File: src/rtl/gfx_pkg.sv
// -----------------------------------------------------------------------------
// gfx_pkg
// Types and constants shared by the layer compositor and its selection logic.
//   pixel_t      12-bit RGB pixel (4 bits per channel).
//   TRANSPARENT  colour key meaning "this layer has nothing here".
//   GS_*         game-state codes used by the compositor.
//   sync_t       hsync/vsync/blank bundle that travels down the pixel pipeline.
// -----------------------------------------------------------------------------
package gfx_pkg;

  typedef logic [11:0] pixel_t;

  localparam pixel_t TRANSPARENT = 12'hFFF;

  localparam logic [2:0] GS_WELCOME = 3'd0;
  localparam logic [2:0] GS_PLAY    = 3'd1;
  localparam logic [2:0] GS_END     = 3'd2;

  typedef struct packed {
    logic hsync;
    logic vsync;
    logic blank;
  } sync_t;

  // Idle level of the sync bundle: both syncs inactive (high), blanking on.
  localparam sync_t SYNC_IDLE = '{hsync: 1'b1, vsync: 1'b1, blank: 1'b1};

  function automatic logic is_opaque(input pixel_t p);
    return p != TRANSPARENT;
  endfunction

endpackage

File: src/rtl/layer_select.sv
// -----------------------------------------------------------------------------
// layer_select
// Combinational priority mux that picks one pixel out of the layer stack.
//   blank         1 = blanking, output forced to black.
//   floor_pixel   bottom layer, always shown when nothing above is opaque.
//   object_pixel  static object layer.
//   player_pixel  player layers, index 0 has the highest priority.
//   hud_pixel     HUD/text layer, top-most.
//   np            highest player index in use (already clamped).
//   gs            game-state code.
//   hud_visible   0 while the HUD is in the "off" half of its blink.
//   pixel         selected pixel.
// -----------------------------------------------------------------------------
module layer_select
  import gfx_pkg::*;
#(
  parameter int     NUM_PLAYERS = 4,
  parameter pixel_t BG_COLOR    = 12'h000
) (
  input  logic                         blank,
  input  pixel_t                       floor_pixel,
  input  pixel_t                       object_pixel,
  input  pixel_t [NUM_PLAYERS-1:0]     player_pixel,
  input  pixel_t                       hud_pixel,
  input  logic   [1:0]                 np,
  input  logic   [2:0]                 gs,
  input  logic                         hud_visible,
  output pixel_t                       pixel
);

  logic   player_hit;
  pixel_t player_sel;
  logic   hud_hit;

  assign hud_hit = hud_visible && is_opaque(hud_pixel);

  // Walk from the lowest priority player upward so the last assignment is the
  // lowest-index opaque player. Players above np are skipped entirely.
  always_comb begin
    // NOTE: every always_comb output gets a default first so no path can
    // leave it unassigned and infer a latch.
    player_hit = 1'b0;
    player_sel = '0;
    for (int i = NUM_PLAYERS - 1; i >= 0; i--) begin
      if (i <= int'(np) && is_opaque(player_pixel[i])) begin
        player_hit = 1'b1;
        player_sel = player_pixel[i];
      end
    end
  end

  always_comb begin
    pixel = floor_pixel;
    if (blank) begin
      pixel = '0;
    end else if (gs != GS_PLAY) begin
      pixel = hud_hit ? hud_pixel : BG_COLOR;
    end else if (hud_hit) begin
      pixel = hud_pixel;
    end else if (player_hit) begin
      pixel = player_sel;
    end else if (is_opaque(object_pixel)) begin
      pixel = object_pixel;
    end else begin
      // The floor is passed through even when it equals the colour key.
      pixel = floor_pixel;
    end
  end

endmodule

File: src/rtl/layer_compositor.sv
// -----------------------------------------------------------------------------
// layer_compositor
// Two-stage pixel pipeline that merges floor, object, player and HUD layers
// into one 12-bit RGB stream, keeping hsync/vsync/blank aligned with it.
// Per-frame controls are captured on the vsync falling edge so a frame is
// always composited with one consistent set of controls. When time is low the
// HUD blinks with a half-period of FLASH_FRAMES frames.
//   clock, reset       pixel clock, asynchronous active-high reset.
//   num_players        active players minus one (clamped to NUM_PLAYERS-1).
//   game_state         game-state code.
//   time_low           enables the HUD blink.
//   *_pixel            layer inputs.
//   hsync/vsync/blank  raster timing inputs.
//   *_out              timing and composited pixel, 2 cycles after the inputs.
//   frame_count        vsync falling edges since reset, wrapping.
// -----------------------------------------------------------------------------
module layer_compositor
  import gfx_pkg::*;
#(
  parameter int     NUM_PLAYERS  = 4,
  parameter int     FLASH_FRAMES = 16,
  parameter pixel_t BG_COLOR     = 12'h000,
  parameter int     FRAME_W      = 16
) (
  input  logic                     clock,
  input  logic                     reset,
  input  logic   [1:0]             num_players,
  input  logic   [2:0]             game_state,
  input  logic                     time_low,
  input  pixel_t                   floor_pixel,
  input  pixel_t                   object_pixel,
  input  pixel_t [NUM_PLAYERS-1:0] player_pixel,
  input  pixel_t                   hud_pixel,
  input  logic                     hsync,
  input  logic                     vsync,
  input  logic                     blank,
  output logic                     hsync_out,
  output logic                     vsync_out,
  output logic                     blank_out,
  output pixel_t                   pixel_out,
  output logic   [FRAME_W-1:0]     frame_count
);

  localparam logic [1:0]      NP_MAX  = 2'(NUM_PLAYERS - 1);
  localparam int              FC_W    = (FLASH_FRAMES > 1) ? $clog2(FLASH_FRAMES) : 1;
  localparam logic [FC_W-1:0] FC_LAST = FC_W'(FLASH_FRAMES - 1);

  // ---------------------------------------------------------------------------
  // Frame boundary detection and per-frame shadow controls
  // ---------------------------------------------------------------------------
  logic            vsync_d;
  logic            boundary;
  logic [1:0]      np_next;
  logic [1:0]      np_q;
  logic [2:0]      gs_q;
  logic            tl_q;
  logic [FC_W-1:0] flash_cnt;
  logic            flash_on;
  logic            hud_visible;

  always_ff @(posedge clock or posedge reset) begin
    if (reset) begin
      vsync_d <= 1'b1;
    end else begin
      // NOTE: sequential state uses non-blocking assignments so every register
      // samples the pre-edge values, independent of statement order.
      vsync_d <= vsync;
    end
  end

  assign boundary = !vsync && vsync_d;
  assign np_next  = (num_players > NP_MAX) ? NP_MAX : num_players;

  always_ff @(posedge clock or posedge reset) begin
    if (reset) begin
      np_q        <= '0;
      gs_q        <= GS_WELCOME;
      tl_q        <= 1'b0;
      frame_count <= '0;
    end else if (boundary) begin
      np_q        <= np_next;
      gs_q        <= game_state;
      tl_q        <= time_low;
      frame_count <= frame_count + FRAME_W'(1);
    end
  end

  // Blink timer advances once per frame, and restarts in the "on" phase
  // whenever time_low is dropped so the HUD reappears immediately.
  always_ff @(posedge clock or posedge reset) begin
    if (reset) begin
      flash_cnt <= '0;
      flash_on  <= 1'b1;
    end else if (boundary) begin
      if (!time_low) begin
        flash_cnt <= '0;
        flash_on  <= 1'b1;
      end else if (flash_cnt == FC_LAST) begin
        flash_cnt <= '0;
        flash_on  <= ~flash_on;
      end else begin
        flash_cnt <= flash_cnt + FC_W'(1);
      end
    end
  end

  assign hud_visible = !tl_q || flash_on;

  // ---------------------------------------------------------------------------
  // Stage 1: register all layer pixels and the timing bundle
  // ---------------------------------------------------------------------------
  pixel_t                   floor_q;
  pixel_t                   object_q;
  pixel_t [NUM_PLAYERS-1:0] player_q;
  pixel_t                   hud_q;
  sync_t                    sync_q;

  always_ff @(posedge clock or posedge reset) begin
    if (reset) begin
      // NOTE: the pipeline datapath is reset too, so a mid-line reset drives
      // clean idle timing and black pixels until valid data refills it.
      floor_q  <= '0;
      object_q <= '0;
      player_q <= '0;
      hud_q    <= '0;
      sync_q   <= SYNC_IDLE;
    end else begin
      floor_q  <= floor_pixel;
      object_q <= object_pixel;
      player_q <= player_pixel;
      hud_q    <= hud_pixel;
      sync_q   <= '{hsync: hsync, vsync: vsync, blank: blank};
    end
  end

  // ---------------------------------------------------------------------------
  // Stage 2: layer selection and output registers
  // ---------------------------------------------------------------------------
  pixel_t sel_pixel;

  layer_select #(
    .NUM_PLAYERS (NUM_PLAYERS),
    .BG_COLOR    (BG_COLOR)
  ) u_layer_select (
    .blank        (sync_q.blank),
    .floor_pixel  (floor_q),
    .object_pixel (object_q),
    .player_pixel (player_q),
    .hud_pixel    (hud_q),
    .np           (np_q),
    .gs           (gs_q),
    .hud_visible  (hud_visible),
    .pixel        (sel_pixel)
  );

  always_ff @(posedge clock or posedge reset) begin
    if (reset) begin
      hsync_out <= SYNC_IDLE.hsync;
      vsync_out <= SYNC_IDLE.vsync;
      blank_out <= SYNC_IDLE.blank;
      pixel_out <= '0;
    end else begin
      hsync_out <= sync_q.hsync;
      vsync_out <= sync_q.vsync;
      blank_out <= sync_q.blank;
      pixel_out <= sel_pixel;
    end
  end

endmodule

File: config.mk
export PLATFORM = sky130hd
export DESIGN_NAME = layer_compositor
export DESIGN_NICKNAME = d
export VERILOG_FILES = /design/src/rtl/gfx_pkg.sv /design/src/rtl/layer_select.sv /design/src/rtl/layer_compositor.sv
export SDC_FILE = /design/constraint.sdc
export NUM_CORES = 1
export LEC_CHECK = 0
export BUFFER_PORTS_ARGS = -buffer_cell sky130_fd_sc_hd__buf_2
export CAP_MARGIN = 10
export CELL_PAD_IN_SITES_DETAIL_PLACEMENT = 0
export CELL_PAD_IN_SITES_GLOBAL_PLACEMENT = 1
export CORE_MARGIN = 10
export CORE_UTILIZATION = 41
export CTS_CLUSTER_SIZE = 14
export DETAILED_ROUTE_END_ITERATION = 16
export GPL_TIMING_DRIVEN = 0
export HOLD_SLACK_MARGIN = 0.08
export PLACE_DENSITY = 0.87
export SYNTH_ARGS = -nofsm -noshare
export SYNTH_HDL_FRONTEND = slang
export SYNTH_SLANG_ARGS = --single-unit
export TNS_END_PERCENT = 50
File: constraint.sdc
create_clock -name clock -period 5.4 [get_ports clock]
set_input_delay 1.08 -clock clock [delete_from_list [all_inputs] [get_ports clock]]
set_output_delay 1.08 -clock clock [all_outputs]
set_load 0.05 [all_outputs]
==> flow_metrics.tcl, run 1 <==
set metrics [dict create \
    run_status "completed" \
    yosys.area.top_type "dfrtp_1" \
    clkPwrFrac_pct 46.4 \
    port-buffer-count 125 \
    ys_ff_latch 129 \
    wl_mm 13.0 \
    critical_path_buf_inv_count 1 \
    ctsResizeCount 0 \
    grt_pass1_vias 3938 \
    synth.distinct_cells 55 \
    cts_sinks 129 \
    syn_nets 460 \
    grtUsageTotal_pct 16.3 \
    rsz0062_at_grt "no" \
    crit_required_ns 4.32 \
    synthFlopType "dfrtp_1" \
    cts_buffers 17 \
    synth_top_cell_area_share_pct 64.2 \
    critPathCapture "vsync_out" \
    clkSlewWorstSetupHoldPaths_ns 0.06 \
    cts.hold.buffers_added 0 \
    worst-r2r-cell-count 5 \
    io_pins 126 \
    cp_slowest_cell "dfstp_2" \
    setup_violations 0 \
    cts_root_buf "clkbuf_16" \
    final_hold_viol_count 0 \
    hold-path-cell-count 0 \
    drc 0 \
    max-vdd-ir-drop_v 0.000277 \
    p_int_mw 1.87 \
    drive_gt1_share_pct 35.1 \
    slew_violations 0 \
    pre_cts_slack_ns 2.88 \
    crit_family "flip-flops" \
    powerDensity_nw_per_um2 411 \
    hold_path_startpoint "sync_q[2]" \
    hold_ws_ns 0.354 \
    gp_congestion 0.897 \
    dieArea_um2 16300 \
    relSlewSlack_pct 59.0 \
    insertedDiodeCount 0 \
    grt_pass1_wl_mm 20.6 \
    p_total_mw 2.55 \
    vias_per_cell 5.28 \
    synthArstFlopShare_pct 100 \
    htree_levels 4 \
    grt-ovfl-total 0 \
    ant_nets 0 \
    cp_max_fo 1 \
    ys_seq_area_share_pct 68.1 \
    reg2reg_to "pixel_out[4]" \
    path_depth 1 \
    core_um2 11400 \
    yosysWarnings 0 \
    avgSynthCellArea_um2 13.1 \
    worst_skew_pair.late_latency_ns 0.42 \
    rrSetupSlack_ns 3.23 \
    pwr-share-seq_pct 42.7 \
    timing.rr.start "player_q[26]" \
    fin_crit_sh_pct 42.0 \
    fin_cells 664 \
    cts_buffer_depth 2 \
    area_growth_pct 30.6 \
    grt_max_degree 69 \
    setup_slack_ns 3.13 \
    nets 605 \
    period_needed_ns 2.27 \
    p_sw_share_pct 26.8 \
    grt_antenna_before_repair 1 \
    max_stage_delay_ns 0.52 \
    synth.area.top_cells "dfrtp_1 (64%), dfstp_2 (3.9%), nand2_1 (3.6%), nand4_1 (2.2%), o211ai_1 (1.7%)" \
    cp_cell_sequence "buf_2" \
    syn_area_um2 4750 \
    p_comb_share_pct 10.9 \
    netlist_instances 363 \
    hold_class "register to register" \
    dp.cells 632 \
    vias 3509 \
    wire_per_inst_um 19.5 \
    clock.fmax_mhz 441 \
    cp-start-kind "register" \
    rows 39 \
    initial_utilization_pct 41.8 \
    setup_tns_ns 0 \
    firstDrtPassIters 4 \
    crit_arrival_ns 1.19 \
    drt_iter0_drc 279 \
    cts_tree "done" \
    p_leak_nw 2.84 \
    cts_setup_buffers 0 \
    skew_ns 0.00927 \
    maxCapViolCount 0 \
    die_h_um 128 \
    dp_hpwl_mm 9.78 \
    p_sw_mw 0.683 \
    die_w_um 128 \
    worstMarginPinSlew_ns 0.613 \
    cp-end-kind "primary output" \
    crit_type "register to primary output" \
    synth_edf_count 0 \
    cp-startpoint "vsync_out" \
]
-- kinds of logic (layout without fill, tap and decap cells) --
kind of cell | count (synthesis) | in the layout | synth area share (%)
xor gates and xnor gates | 15 | 15 | 2.76
AOI/OAI and AO/OA | 80 | 80 | 13.7
buffers and inverters | 17 | 175 | 1.45
DFF | 129 | 129 | 68.1
adders and majority gates | 2 | 2 | 0.527
and+or+nand+nor | 120 | 120 | 13.5
-- stage by stage --
stage	utilization, %	area (um2)
finish	54.6	6210
global route	54.6	6210
global placement	48.9	5560
CTS	54.6	6210
floorplan	-	4750
detailed placement	49.2	5590
-- flip-flops by register name, summed over array words and instances, names as in the netlist, 4 cells and up --
register / count
frame_count: 16
pixel_out: 12
hud_q: 12
flash_cnt: 4
floor_q: 12
object_q: 12
player_q: 48
-- cell usage in the layout, fill, tap and decap left out, types with 3 or more instances in the layout --
cell and n:
o2111ai_1 3, clkbuf_16 17, nand4b_1 4, clkbuf_1 7, buf_2 129, a31o_2 3
xnor2_1 9, nand3_1 14, nor3_1 4, a22oi_1 6, a211oi_1 5, a221oi_1 7
nor2_1 14, nand2_1 45, inv_1 5, clkinv_4 5, dfrtp_1 122, nand4_1 17
a21o_1 9, inv_6 4, a21oi_1 5, dfstp_2 7, o21ai_0 4, bufinv_16 3
nor2b_1 3, xor2_1 6, o31ai_1 7, and4_1 3, o211ai_1 11
-- cells in the mapped netlist, types with 5 or more instances --
cell type and count:
clkbuf_1 7, xnor2_1 9, dfrtp_1 122, a21o_1 9, a21oi_1 5, nand2_1 45
inv_1 6, o211ai_1 11, dfstp_2 7, nand3_1 14, nor2_1 14, a221oi_1 7
a211oi_1 5, o31ai_1 7, xor2_1 6, a22oi_1 6, nand4_1 17
-- power by group through the flow --
stage	sequential (mW)	clock (mW)	combinational, mW
finish	1.09	1.18	0.278
global route	1.10	1.26	0.302
global placement	1.10	0	0.273
detailed placement	1.10	0	0.280
floorplan	1.18	0	0.0982
CTS	1.09	1.21	0.281
-- worst min path at each step --
stage,endpoint,slack (ns)
floorplan,hsync_out,0.35
global placement,hsync_out,0.35
detailed placement,hsync_out,0.35
CTS,hsync_out,0.36
global route,hsync_out,0.37
finish,hsync_out,0.35
-- final cells by class --
cell class	instances	area (um2)
fill	979	5160
sequential	129	3240
multi-input combinational	217	1450
timing repair buffer	126	653
clock buffer	18	439
clock inverter	14	180
tap	143	179
buffer	11	46.3
inverter	6	27.5
-- per-layer routing --
layer / GRT usage, % / up-vias / share of wire (%) / wire [um]
met4: 5.30 / 2 / 1.3 / 166
met1: 18.7 / 1716 / 42 / 5400
met3: 9.06 / 15 / 10 / 1330
met5: 0 / - / 0.054 / 7
met2: 25.5 / 146 / 47 / 6080
li1: - / 1630 / - / -
Note: power is estimated with default switching activity, not from simulation.
==> run 2: changes to the inputs <==
--- a/config.mk
+++ b/config.mk
@@ -5,17 +5,18 @@
 export SDC_FILE = /design/constraint.sdc
 export NUM_CORES = 1
 export LEC_CHECK = 0
+export ABC_AREA = 1
 export BUFFER_PORTS_ARGS = -buffer_cell sky130_fd_sc_hd__buf_2
 export CAP_MARGIN = 10
 export CELL_PAD_IN_SITES_DETAIL_PLACEMENT = 0
 export CELL_PAD_IN_SITES_GLOBAL_PLACEMENT = 1
 export CORE_MARGIN = 10
-export CORE_UTILIZATION = 41
+export CORE_UTILIZATION = 40
 export CTS_CLUSTER_SIZE = 14
 export DETAILED_ROUTE_END_ITERATION = 16
 export GPL_TIMING_DRIVEN = 0
 export HOLD_SLACK_MARGIN = 0.08
-export PLACE_DENSITY = 0.87
+export PLACE_DENSITY = 0.88
 export SYNTH_ARGS = -nofsm -noshare
 export SYNTH_HDL_FRONTEND = slang
 export SYNTH_SLANG_ARGS = --single-unit
==> constraint.sdc (replaced) <==
create_clock -name clock -period 2.15 [get_ports clock]
set_input_delay 0.43 -clock clock [delete_from_list [all_inputs] [get_ports clock]]
set_output_delay 0.43 -clock clock [all_outputs]
set_load 0.05 [all_outputs]
==> flow_metrics.tcl, run 2 <==
set metrics [dict create \
    crit_family "simple AND/OR/NAND/NOR gates" \
    dp_hpwl_mm 9.54 \
    cp_slowest_cell "dfstp_2" \
    port-buffer-count 125 \
    cts_tree "done" \
    reg.largest.list "player_q: 48 flops, frame_count: 16 flops" \
    grt_pass1_wl_mm 19.3 \
    grt_antenna_before_repair 2 \
    cts_buffers 17 \
    ys_seq_area_share_pct 65.9 \
    clkSlewWorstSetupHoldPaths_ns 0.06 \
    die_h_um 131 \
    cts_setup_buffers 0 \
    synth_edf_count 0 \
    largest_reg_flops 48 \
    period_needed_ns 1.83 \
    synth.distinct_cells 29 \
    fillCellCount 1100 \
    crit_type "register to register" \
    p_leak_nw 3.30 \
    syn_area_um2 4910 \
    syn_nets 581 \
    insertedDiodeCount 0 \
    critical_path_buf_inv_count 2 \
    powerDensity_nw_per_um2 1020 \
    cts_sinks 129 \
    drive_gt1_share_pct 28.4 \
    synth_top_cell_area_share_pct 62.1 \
    register_area_um2 3240 \
    dpl_cell_area_um2 5790 \
    yosysMostFrequentCell "nand2_1" \
    post-route-util_pct 53.0 \
    worst_skew_pair.late_latency_ns 0.42 \
    fin_cells 792 \
    design_area_um2 6370 \
    ant_nets 0 \
    worstMarginPinSlew_ns 0.486 \
    crit_required_ns 2.46 \
    cp_max_fo 6 \
    drc 0 \
    wire_per_inst_um 15.3 \
    skew_ns 0.00960 \
    firstDrtPassIters 4 \
    yosys-top-cells-count "nand2_1 (159), dfrtp_1 (122), inv_1 (43)" \
    gp_congestion 0.789 \
    synth.area.top_cells "dfrtp_1 (62%), nand2_1 (12%), dfstp_2 (3.7%), inv_1 (3.3%), nor2_1 (2.8%)" \
    grt-ovfl-total 0 \
    vias 3664 \
    yosys.area.top_type "dfrtp_1" \
    layout_common_cells "nand2_1 (159), buf_2 (129), dfrtp_1 (122)" \
    p_total_mw 6.50 \
    initial_utilization_pct 40.9 \
    setup_tns_ns 0 \
    synthArstFlopShare_pct 100 \
    max-vdd-ir-drop_v 0.00105 \
    relSlewSlack_pct 67.4 \
    io_pins 126 \
    clock.fmax_mhz 545 \
    avgSynthCellArea_um2 10.2 \
    dieArea_um2 17100 \
    max_stage_delay_ns 0.53 \
    cp-start-kind "register" \
    cp-end-kind "register" \
    wl_mm 12.1 \
    netlist_instances 484 \
    ys_ff_latch 129 \
    final_common_cell "nand2_1" \
    maxCapViolCount 0 \
    cts_root_buf "clkbuf_16" \
    die_w_um 131 \
    area_growth_pct 29.6 \
    cp_cell_sequence "inv_1 > or2_1 > buf_6 > nor2_4 > nand4_2 > nor2_2 > nand3_1 > nor2_1 > nand2_1 > xnor2_1" \
    grt_max_degree 45 \
    multi_input_area_um2 1450 \
    dp.cells 759 \
    yosysWarnings 0 \
    grtUsageTotal_pct 15.1 \
    hold_class "input port to register" \
    drt_iter0_drc 114 \
    fin_crit_sh_pct 85.3 \
    setup_violations 0 \
    cts_buffer_depth 2 \
    vias_per_cell 4.63 \
    top_register "player_q" \
    synthFlopType "dfrtp_1" \
    rsz0062_at_grt "no" \
    final_hold_viol_count 0 \
    nets 730 \
    crit_arrival_ns 2.14 \
    run_status "completed" \
    slew_violations 0 \
    grt_pass1_vias 3941 \
    htree_levels 4 \
    core_um2 12000 \
    rows 40 \
]
==> run 2: changes by cell type in the layout (fill, tap and decap cells not counted), moves of 13 or more <==
cell and change:
nor2_1 +22, o21ai_0 +13, inv_1 +37, a21oi_1 +13, nand2_1 +114
==> run 2: timing repair <==
| action | in CTS | in global routing |
|---|---|---|
| gates resized for setup | 0 | 0 |
| endpoints found under the hold margin | 9 | 1 |
| hold buffers | 1 | 1 |
==> run 2: power breakdown <==
group | internal, mW | switching (mW) | total [mW]
registers | 2.64 | 0.160 | 2.80
logic | 0.303 | 0.685 | 0.988
clock network | 1.65 | 1.07 | 2.72
==> run 2: cells by family after synthesis <==
| family | Yosys count | share of synthesized area (%) |
|---|---|---|
| DFF | 129 | 65.9 |
| buffers and inverters | 54 | 4.61 |
| AOI/OAI and AO/OA | 40 | 4.30 |
| and+or+nand+nor | 242 | 21.7 |
| xor gates and xnor gates | 17 | 3.03 |
| adders and majority gates | 2 | 0.509 |
==> run 2: final timing paths <==
kind,from,endpoint,slack (ns),depth (start not counted)
max,sync_q[1],frame_count[14],0.32,10
min,hsync,sync_q[2],0.11,1
min in group asynchronous,reset,frame_count[1],0.55,3
max reg2reg,sync_q[1],frame_count[14],0.32,10
min reg2reg,sync_q[2],hsync_out,0.36,0
max in group asynchronous,reset,object_q[11],0.86,5
==> run 2: area by class of cell <==
class	instances	share of cell area, %
sequential	129	50.8
multi-input combinational	301	22.8
timing repair buffer	130	11.1
clock buffer	20	7.17
tap	147	2.89
inverter	43	2.59
clock inverter	11	1.65
buffer	11	1.02
==> run 2: routing by layer <==
| metal | track usage (%) | vias to the layer above | part of all wire, % | routed length [um] |
|---|---|---|---|---|
| met5 | 0 | - | 0.058 | 7 |
| met4 | 5.49 | 2 | 1.3 | 152 |
| met3 | 7.94 | 16 | 9.8 | 1190 |
| met2 | 24.3 | 106 | 50 | 6050 |
| met1 | 16.9 | 1722 | 39 | 4750 |
| li1 | - | 1818 | - | - |
==> run 2: per-stage QoR <==
step                setup WS, ns  hold slack [ns]
floorplan                  0.130            0.345
global placement          -0.553            0.348
detailed placement         0.285            0.350
CTS                        0.287           0.0883
global route               0.118           0.0847
finish                     0.315            0.107
==> run 3: changes to the inputs <==
--- a/config.mk
+++ b/config.mk
@@ -10,6 +10,7 @@
 export CAP_MARGIN = 10
 export CELL_PAD_IN_SITES_DETAIL_PLACEMENT = 0
 export CELL_PAD_IN_SITES_GLOBAL_PLACEMENT = 1
+export CORE_ASPECT_RATIO = 1.1
 export CORE_MARGIN = 10
 export CORE_UTILIZATION = 40
 export CTS_CLUSTER_SIZE = 14
@@ -19,5 +20,6 @@
 export PLACE_DENSITY = 0.88
 export SYNTH_ARGS = -nofsm -noshare
 export SYNTH_HDL_FRONTEND = slang
+export SYNTH_HIERARCHICAL = 1
 export SYNTH_SLANG_ARGS = --single-unit
 export TNS_END_PERCENT = 50
==> flow_metrics.tcl, run 3 <==
set metrics [dict create \
    slew_violations 0 \
    yosys.area.top_type "dfrtp_1" \
    p_sw_share_pct 26.3 \
    vias 3909 \
    wl_mm 12.9 \
    firstDrtPassIters 4 \
    ant_nets 0 \
    nets 762 \
    ctsResizeCount 0 \
    core_um2 12200 \
    fin_crit_sh_pct 81.8 \
    cp_max_fo 6 \
    final_common_cell "nand2_1" \
    syn_nets 614 \
    relSlewSlack_pct 65.8 \
    cts_sinks 129 \
    drive_gt1_share_pct 29.4 \
    max_stage_delay_ns 0.38 \
    p_leak_nw 3.37 \
    p_int_mw 5.08 \
    final_hold_viol_count 0 \
    cp_slowest_cell "dfrtp_1" \
    drt_iter0_drc 199 \
    p_total_mw 6.90 \
    cp-start-kind "register" \
    dpl_cell_area_um2 5930 \
    layout_common_cells "nand2_1 (181), buf_2 (126), dfrtp_1 (122)" \
    yosys-top-cells-count "nand2_1 (181), dfrtp_1 (122), nor2_1 (44)" \
    crit_type "register to register" \
    rsz0062_at_grt "no" \
    cts_setup_buffers 0 \
    clkSlewWorstSetupHoldPaths_ns 0.06 \
    initial_utilization_pct 41.4 \
    synthFlopType "dfrtp_1" \
    cts_root_buf "clkbuf_16" \
    cts_buffer_depth 2 \
    reg.largest.list "player_q: 48 flops, frame_count: 16 flops" \
    hold_ws_ns 0.116 \
    gp_congestion 0.838 \
    wire_per_inst_um 15.5 \
    period_needed_ns 1.76 \
    yosysMostFrequentCell "nand2_1" \
    htree_levels 4 \
    vias_per_cell 4.70 \
    grt_antenna_before_repair 0 \
    io_pins 126 \
    grt-ovfl-total 0 \
    synth.area.top_cells "dfrtp_1 (60%), nand2_1 (13%), dfstp_2 (3.6%), nor2_1 (3.3%), inv_1 (2.9%)" \
    setup_violations 0 \
    clkPwrFrac_pct 47.5 \
    grtUsageTotal_pct 15.3 \
    cts_tree "done" \
    pwr-share-seq_pct 40.0 \
    ys_seq_area_share_pct 64.1 \
    synthArstFlopShare_pct 100 \
    design_area_um2 6620 \
    run_status "completed" \
    worstMarginPinSlew_ns 0.513 \
    dp.cells 799 \
    cp_cell_sequence "nand2_1 > nor2_1 > nand3_2 > nand2_2 > nand2_1 > nor2_1 > a21oi_1 > nand2_1 > a21oi_2" \
    syn_area_um2 5050 \
    max-vdd-ir-drop_v 0.000926 \
    worst_skew_pair.late_latency_ns 0.41 \
    skew_ns 0.00909 \
    grt_max_degree 46 \
    powerDensity_nw_per_um2 1040 \
    p_comb_share_pct 12.5 \
    drc 0 \
    hold_class "input port to register" \
    rows 42 \
    ys_ff_latch 129 \
    cp-end-kind "register" \
    netlist_instances 517 \
    maxCapViolCount 0 \
    die_w_um 127 \
    synth_edf_count 0 \
    synth_top_cell_area_share_pct 60.5 \
    fin_cells 832 \
    insertedDiodeCount 0 \
    crit_required_ns 2.43 \
    cts_buffers 17 \
    dieArea_um2 17500 \
    largest_reg_flops 48 \
    setup_tns_ns 0 \
    avgSynthCellArea_um2 9.77 \
    area_growth_pct 31.1 \
    grt_pass1_wl_mm 20.9 \
    crit_arrival_ns 2.04 \
    die_h_um 138 \
    clock.fmax_mhz 569 \
    yosysWarnings 6 \
    port-buffer-count 125 \
    top_register "player_q" \
    p_sw_mw 1.82 \
    synth.distinct_cells 32 \
    dp_hpwl_mm 10.1 \
    grt_pass1_vias 4236 \
    cp_common_cell "nand2_1" \
]
==> run 3: final cells by class <==
cell class | count | area [um2]
flip-flops and latches | 129 | 3240
fillers | 1089 | 5570
multi-input cells | 337 | 1580
plain buffers | 10 | 80.1
repair buffers | 129 | 696
inverters | 41 | 160
well taps | 154 | 193
clock inverters | 15 | 254
clock buffers | 17 | 425
==> run 3: through the flow <==
stage          utilization (%)  worst slack [ns]
3_5_place_dp              48.6             0.416
2_1_floorplan                -             0.130
5_1_grt                   54.3             0.218
3_3_place_gp              48.2            -0.498
4_1_cts                   54.3             0.392
6_report                  54.3             0.391
==> run 3: logic make-up after synthesis <==
| group | share of synthesized area, % |
|---|---|
| AND/OR/NAND/NOR | 24.5 |
| flip-flops | 64.1 |
| buffers and inverters | 4.68 |
| AO/OA/AOI/OAI | 4.49 |
| XOR/XNOR | 1.73 |
| adder cells (fa/ha/maj) | 0.496 |
==> run 3: power groups by stage <==
stage / logic, mW / registers, mW / clock network (mW)
6_report: 0.862 / 2.76 / 3.28
5_1_grt: 0.953 / 2.78 / 3.45
4_1_cts: 0.877 / 2.76 / 3.34
3_5_place_dp: 0.871 / 2.79 / 0
3_3_place_gp: 0.845 / 2.79 / 0
2_1_floorplan: 0.370 / 2.99 / 0
==> run 3: timing repair <==
| action | CTS | global route |
|---|---|---|
| hold buffers | 1 | 0 |
| hold endpoints to repair | 6 | 0 |
| setup endpoints to repair | 0 | 0 |
==> run 3: worst max-delay path: cells and delay by family, from the launching register on <==
family | cells | cell delay [ns]
AO/OA/AOI/OAI | 2 | 0.17
flip-flops | 1 | 0.38
AND/OR/NAND/NOR | 7 | 1.08
==> run 3: path summary, 6_finish.rpt <==
| check | slack, ns | cells after the start | startpoint | end |
|---|---|---|---|---|
| worst max-delay path | 0.39 | 9 | player_q[25] | pixel_out[8] |
| worst min-delay path | 0.12 | 1 | blank | sync_q[0] |
| worst max register to register | 0.39 | 9 | player_q[25] | pixel_out[8] |
| worst min register to register | 0.36 | 0 | sync_q[2] | hsync_out |
| max in group asynchronous | 0.91 | 5 | reset | player_q[35] |
| min in group asynchronous | 0.51 | 3 | reset | frame_count[14] |
==> run 3: per-layer routing <==
layer / GRT usage, % / wire (um) / vias to the layer above
li1: - / - / 1928
met1: 17.5 / 5460 / 1840
met2: 25.9 / 6420 / 122
met3: 5.61 / 825 / 19
met4: 5.63 / 201 / 0
met5: 0 / 0 / -
